**config.mk**
```make
export PLATFORM = sky130hd
export DESIGN_NAME = ks_pipe_subtractor
export DESIGN_NICKNAME = d
export VERILOG_FILES = /design/src/rtl/ks_pipe_subtractor.sv
export SDC_FILE = /design/constraint.sdc
export NUM_CORES = 1
export LEC_CHECK = 0
export CAP_MARGIN = 15
export CORE_MARGIN = 5
export CORE_UTILIZATION = 40
export CTS_CLUSTER_SIZE = 40
export DETAILED_ROUTE_END_ITERATION = 8
export DONT_BUFFER_PORTS = 1
export HOLD_SLACK_MARGIN = 0.05
export PLACE_DENSITY_LB_ADDON = 0.2
export SYNTH_ARGS = -nofsm -noshare
export SYNTH_HDL_FRONTEND = slang
export SYNTH_SLANG_ARGS = --single-unit
```
**constraint.sdc**
```tcl
create_clock -name clk -period 2.4 [get_ports clk]
set_input_delay 0.48 -clock clk [delete_from_list [all_inputs] [get_ports clk]]
set_output_delay 0.48 -clock clk [all_outputs]
set_load 0.01 [all_outputs]
```
**src/rtl/ks_pipe_subtractor.sv**
```systemverilog
// Three-stage Kogge-Stone subtractor D = A - B - Bin with valid/ready flow control.
// Define KS_SUB_OVF_EN to add the registered signed-overflow output ovf.
module ks_pipe_subtractor #(
  parameter int WIDTH = 16
) (
  input  logic             clk,
  input  logic             rst,
  input  logic             in_valid,
  output logic             in_ready,
  input  logic [WIDTH-1:0] A,
  input  logic [WIDTH-1:0] B,
  input  logic             Bin,
  output logic             out_valid,
  input  logic             out_ready,
  output logic [WIDTH-1:0] D,
`ifdef KS_SUB_OVF_EN
  output logic             ovf,
`endif
  output logic             Bout
);

  localparam int L  = $clog2(WIDTH);
  localparam int L1 = (L + 1) / 2;

  // Group-generate after prefix levels [lo, hi); span of level k is 2**k.
  function automatic logic [WIDTH-1:0] ks_g(input logic [WIDTH-1:0] g_in,
                                            input logic [WIDTH-1:0] p_in,
                                            input int lo, input int hi);
    logic [WIDTH-1:0] g, p, gn, pn;
    g = g_in;
    p = p_in;
    for (int k = lo; k < hi; k++) begin
      gn = g;
      pn = p;
      for (int i = 0; i < WIDTH; i++) begin
        if (i >= (1 << k)) begin
          gn[i] = g[i] | (p[i] & g[i-(1<<k)]);
          pn[i] = p[i] & p[i-(1<<k)];
        end
      end
      g = gn;
      p = pn;
    end
    return g;
  endfunction

  function automatic logic [WIDTH-1:0] ks_p(input logic [WIDTH-1:0] p_in,
                                            input int lo, input int hi);
    logic [WIDTH-1:0] p, pn;
    p = p_in;
    for (int k = lo; k < hi; k++) begin
      pn = p;
      for (int i = 0; i < WIDTH; i++) begin
        if (i >= (1 << k)) pn[i] = p[i] & p[i-(1<<k)];
      end
      p = pn;
    end
    return p;
  endfunction

  logic             vld_p0_q, vld_p0_d, vld_p1_q, vld_p1_d, vld_p2_q, vld_p2_d;
  logic             ld_p0, ld_p1, ld_p2;
  logic [WIDTH-1:0] g_p0_q, g_p0_d, p_p0_q, p_p0_d, hp_p0_q, hp_p0_d;
  logic             cin_p0_q, cin_p0_d, cin_p1_q, cin_p1_d;
  logic [WIDTH-1:0] g_p1_q, g_p1_d, hp_p1_q, hp_p1_d;
  logic [WIDTH-1:0] d_q, d_d, nb, g0, sum;
  logic             bout_q, bout_d;
`ifdef KS_SUB_OVF_EN
  logic             am_p0_q, am_p0_d, bm_p0_q, bm_p0_d;
  logic             am_p1_q, am_p1_d, bm_p1_q, bm_p1_d;
  logic             ovf_q, ovf_d;
`endif

  // A stage loads when empty or when its contents move on this cycle.
  always_comb begin
    ld_p2    = !vld_p2_q || out_ready;
    ld_p1    = !vld_p1_q || ld_p2;
    ld_p0    = !vld_p0_q || ld_p1;
    in_ready = ld_p0;
    vld_p0_d = ld_p0 ? in_valid : vld_p0_q;
    vld_p1_d = ld_p1 ? vld_p0_q : vld_p1_q;
    vld_p2_d = ld_p2 ? vld_p1_q : vld_p2_q;
  end

  // Stage 1: generate/propagate with borrow-in folded into bit 0, first prefix levels
  always_comb begin
    nb       = ~B;
    g0       = A & nb;
    g0[0]    = g0[0] | ((A[0] ^ nb[0]) & ~Bin);
    g_p0_d   = g_p0_q;
    p_p0_d   = p_p0_q;
    hp_p0_d  = hp_p0_q;
    cin_p0_d = cin_p0_q;
    if (ld_p0) begin
      g_p0_d   = ks_g(g0, A ^ nb, 0, L1);
      p_p0_d   = ks_p(A ^ nb, 0, L1);
      hp_p0_d  = A ^ nb;
      cin_p0_d = ~Bin;
    end
`ifdef KS_SUB_OVF_EN
    am_p0_d = ld_p0 ? A[WIDTH-1] : am_p0_q;
    bm_p0_d = ld_p0 ? B[WIDTH-1] : bm_p0_q;
`endif
  end

  // Stage 2: remaining prefix levels yield the carry out of every bit
  always_comb begin
    g_p1_d   = ld_p1 ? ks_g(g_p0_q, p_p0_q, L1, L) : g_p1_q;
    hp_p1_d  = ld_p1 ? hp_p0_q : hp_p1_q;
    cin_p1_d = ld_p1 ? cin_p0_q : cin_p1_q;
`ifdef KS_SUB_OVF_EN
    am_p1_d = ld_p1 ? am_p0_q : am_p1_q;
    bm_p1_d = ld_p1 ? bm_p0_q : bm_p1_q;
`endif
  end

  // Stage 3: sum XOR; outputs are forced to zero when the stage is empty
  always_comb begin
    sum    = hp_p1_q ^ {g_p1_q[WIDTH-2:0], cin_p1_q};
    d_d    = d_q;
    bout_d = bout_q;
    if (ld_p2) begin
      d_d    = vld_p1_q ? sum : '0;
      bout_d = vld_p1_q & ~g_p1_q[WIDTH-1];
    end
`ifdef KS_SUB_OVF_EN
    ovf_d = ovf_q;
    if (ld_p2) ovf_d = vld_p1_q & (am_p1_q != bm_p1_q) & (sum[WIDTH-1] != am_p1_q);
`endif
  end

  always_ff @(posedge clk or posedge rst) begin
    if (rst) begin
      vld_p0_q <= 1'b0;
      vld_p1_q <= 1'b0;
      vld_p2_q <= 1'b0;
      d_q      <= '0;
      bout_q   <= 1'b0;
`ifdef KS_SUB_OVF_EN
      ovf_q    <= 1'b0;
`endif
    end else begin
      vld_p0_q <= vld_p0_d;
      vld_p1_q <= vld_p1_d;
      vld_p2_q <= vld_p2_d;
      d_q      <= d_d;
      bout_q   <= bout_d;
`ifdef KS_SUB_OVF_EN
      ovf_q    <= ovf_d;
`endif
    end
  end

  always_ff @(posedge clk) begin
    g_p0_q   <= g_p0_d;
    p_p0_q   <= p_p0_d;
    hp_p0_q  <= hp_p0_d;
    cin_p0_q <= cin_p0_d;
    g_p1_q   <= g_p1_d;
    hp_p1_q  <= hp_p1_d;
    cin_p1_q <= cin_p1_d;
`ifdef KS_SUB_OVF_EN
    am_p0_q  <= am_p0_d;
    bm_p0_q  <= bm_p0_d;
    am_p1_q  <= am_p1_d;
    bm_p1_q  <= bm_p1_d;
`endif
  end

  assign out_valid = vld_p2_q;
  assign D         = d_q;
  assign Bout      = bout_q;
`ifdef KS_SUB_OVF_EN
  assign ovf       = ovf_q;
`endif

endmodule

```
Word level (Yosys, flattened, before mapping)
Index checks and enable logic that the tools add are counted.
- output and inout bits: 19
- input bits: 37
- bits in registers: 102
- logic and storage cells: 194
- multiplexer cells: 31
- reductions and logical operators: 6
- bitwise gates (word level): 145
- operators by type and width (kind ; count):
    bitwise AND 1 bit ; 88
    OR 1 bit ; 50
    bitwise XOR 16 bit ; 2
    2-to-1 mux 1 bit ; 30
    bitwise AND 16 bit ; 1
    2-to-1 mux 16 bit ; 1
    NOT 16 bit ; 1
    zero test 1 bit ; 3
    logical OR 1 bit ; 3
    NOT 1 bit ; 2
    bitwise XOR 1 bit ; 1

Depth between registers and ports, before layout
- word-level depth: 9
- gate-level depth with buffers: 5
- depth with buffers taken out: 5

Worst setup path after synthesis
No wires, ideal clock.
- path kind: input to register
- start point: input out_ready
- end point: register cin_p0_q (enable)
- data arrival time: 1735 ps
- library setup time: 714 ps
- data required time: 1686 ps
- cell stages on the path: 2
- slack: -49 ps
- path buffers: 0
- path through: nor2b_4 nand3_1
- word-level cells in the longest chain between the ends: 3
- RTL lines (item ; line ; text):
    from (decl) ; 14 ; input logic out_ready,
    logical OR 1 bit ; 76 ; ld_p2 = !vld_p2_q || out_ready;
    logical OR 1 bit ; 77 ; ld_p1 = !vld_p1_q || ld_p2;
    logical OR 1 bit ; 78 ; ld_p0 = !vld_p0_q || ld_p1;
    via in_ready ; 9 ; output logic in_ready,
    to (signal assigned) ; 158 ; cin_p0_q <= cin_p0_d;
    to (decl) ; 64 ; logic cin_p0_q, cin_p0_d, cin_p1_q, cin_p1_d;
The timed path passes the listed nets, and every way through them passes these cells.
A chain may end at the register's enable or synchronous reset.

Worst setup path after layout
- start point: register vld_p2_q, in the netlist out_valid
- end point: output in_ready
- word-level cells in the longest chain between the ends: 4
- RTL lines (item ; line ; text):
    from (decl) ; 61 ; logic vld_p0_q, vld_p0_d, vld_p1_q, vld_p1_d, vld_p2_q, vld_p2_d;
    from (signal assigned) ; 145 ; vld_p2_q <= vld_p2_d;
    zero test 1 bit ; 76 ;
    logical OR 1 bit ; 76 ;
    logical OR 1 bit ; 77 ;
    logical OR 1 bit ; 78 ;
    to (decl) ; 9 ;
No other way between the ends.

==> impl_metrics.tcl <==
set metrics [dict create \
    ir_worst_vdd_mv 0.262 \
    seq_area_frac_synth 0.729 \
    placed_area_sq_um 4110 \
    routed_wl_um 5900 \
    critPathTopFamily "simple AND/OR/NAND/NOR gates" \
    finalSetupViolCount 0 \
    finalNetCount 334 \
    grt_usage 0.108 \
    slew_headroom 0.501 \
    crit_fanout 17 \
    synth_top_family_by_area "compound AO/OA/AOI/OAI gates" \
    coreArea_sq_um 9640 \
    synth.distinct_cells 18 \
    drv_slew 0 \
    layout_commonest_cell "edfxtp_1" \
    cts.path.max_buffers 2 \
    fmax_mhz 528 \
    crit_type "reg -> out" \
    die_width_um 109 \
    cp.depth 2 \
    synth_cells 267 \
    multi_input_area_sq_um 957 \
    n_fill_cell 896 \
    syn_nets 320 \
    power.leakage_nw 1.75 \
    synth_mux_area_frac 0 \
    clock_latency_ps 340 \
    dr_total_vias 1897 \
    drive_above_1_share 0.122 \
    cp_cell_sequence "nor2b_4 > nand3_2" \
    port_buffers 0 \
    dp.final_hpwl_um 4380 \
    tns_ps 0 \
    drcViolationCount 0 \
    synth-xor-area-share 0.0359 \
    grt_pass1_vias 2014 \
    post_cts_buffers 0 \
    ys_seq_elements 98 \
    rsz0062_at_grt "false" \
    cts-root-buf "clkbuf_8" \
    holdBufCountCts 0 \
    cts.sinks 98 \
    grt.overflow.total 0 \
    arrival_ps 1410 \
    syn2layout_area_growth_pct 10.3 \
    cts_tree "built" \
    row_count 36 \
    power_density_nw_per_um2 872 \
    antennaDiodeCount 0 \
    seq_area_sq_um 2840 \
    io_pins 56 \
    total_power_w 0.00375 \
    start_kind "flip-flop" \
    dr.pass1.iters 4 \
    syn-cell-area_sq_um 3900 \
    status "completed" \
    r2r_setup_slack_ps 710 \
    yosys.area_share.simple 0.0626 \
    reg2reg_depth 3 \
    crit_start "out_valid" \
    r2r-end "p_p0_q[4]" \
    crit_end "in_ready" \
    postCtsResizedCells 0 \
    min_period_over_period 0.789 \
    synth_adder_area_share 0.0513 \
    drtIter0Drc 67 \
    end_kind "output pin" \
    finalHoldViolations 0 \
    critical_path_required_ps 1920 \
    clock_skew_ps 6.47 \
    grt_pass1_wl_um 9770 \
    initial_core_util 0.405 \
    routabilityCongestion 0.687 \
    hp-class "in -> async" \
    antenna_found_initial 0 \
    tightest_slew_ps 747 \
    holdWs_ps 147 \
    avgSynthCellArea_sq_um 14.6 \
    synth_compound_area_frac 0.0943 \
    h-tree-depth 3 \
    path_buf_inv 0 \
    clkTransAtPathRegs_ps 90 \
    fp.dieH_um 109 \
    ys_warn_count 0 \
    maxCapViolations 0 \
    r2r-start "out_valid" \
    die-area_sq_um 11800 \
    slowest_stage "nand3_2" \
    wire_per_inst_um 14.1 \
    numCtsBuffers 9 \
    design_area_sq_um 4300 \
    viasPerCell 4.53 \
    grt_max_degree 35 \
    ant_nets 0 \
    cp_slowest_stage_delay_ps 470 \
    min_period_ps 1890 \
    most-common-layout-cells "78 x edfxtp_1, 35 x nand2_1, 20 x dfrtp_1, 20 x o21ai_0, 19 x inv_1" \
]
## worst reg2reg max path: cells and delay by family, from the launching register on
family / cells / cell delay, ps
and+or+nand+nor: 2 / 650
buffers and inverters: 1 / 390
DFF: 1 / 410
## flip-flops by register name, indices dropped and copies added (netlist names)
register	flops
vld_p0_q	1
cin_p1_q	1
hp_p0_q	15
g_p0_q	16
p_p0_q	13
hp_p1_q	16
Bout	1
g_p1_q	16
cin_p0_q	1
out_valid	1
vld_p1_q	1
D	16
## kinds of logic after synthesis
group	Yosys count
compound gates	59
fa+ha+maj	16
xor+xnor	16
buf+inv	22
flops	98
simple gates	56
## routing by layer
metal,share of wire,track usage,vias up
met3,0.045,0.0207,7
met4,0.017,0.0568,0
met5,0,0,-
met1,0.49,0.155,876
met2,0.45,0.156,39
li1,-,-,975
## worst min-delay path by stage
stage,cells after the start,to,start
2_1_floorplan,0,cin_p1_q,cin_p0_q
3_3_place_gp,0,cin_p1_q,cin_p0_q
3_5_place_dp,0,hp_p1_q[14],hp_p0_q[14]
6_report,1,out_valid,rst
4_1_cts,1,out_valid,rst
5_1_grt,1,out_valid,rst
## area by class of cell
cell class | count | area share
Multi-Input combinational cell | 147 | 0.223
Sequential cell | 98 | 0.661
Clock inverter | 6 | 0.0151
Timing Repair Buffer | 6 | 0.0163
Clock buffer | 10 | 0.0297
Inverter | 19 | 0.0166
Tap cell | 133 | 0.0387
## Yosys cell counts
cell type  instances  area (sq um)
edfxtp_1          78          2340
nand2_1           35           131
dfrtp_1           20           500
o21ai_0           20           100
inv_1             19          71.3
ha_1              16           200
xnor2_1           16           140
a21oi_1           15          75.1
a21o_1            13          97.6
nor2_1            12          45.0
o21ai_2           10          87.6
buf_6              3          33.8
nand2b_1           3          18.8
nand3_1            3          15.0
nand2b_4           1          13.8
nor2b_4            1          13.8
o211ai_1           1          7.51
or2_2              1          6.26
## metrics by stage
step / worst slack, ps / std cells / utilization
floorplan: 569 / 267 / -
global placement: 656 / 403 / 0.426
detailed placement: 678 / 403 / 0.426
CTS: 452 / 419 / 0.446
global route: 420 / 419 / 0.446
finish: 507 / 419 / 0.446
## power by group
part,total (W),leakage (nW),internal [W],switching (W)
sequential,0.00231,1.07,0.00215,0.000159
clock,0.00102,0.0971,0.000486,0.000536
combinational,0.000416,0.585,0.000181,0.000235
(Power assumes the default switching activity.)
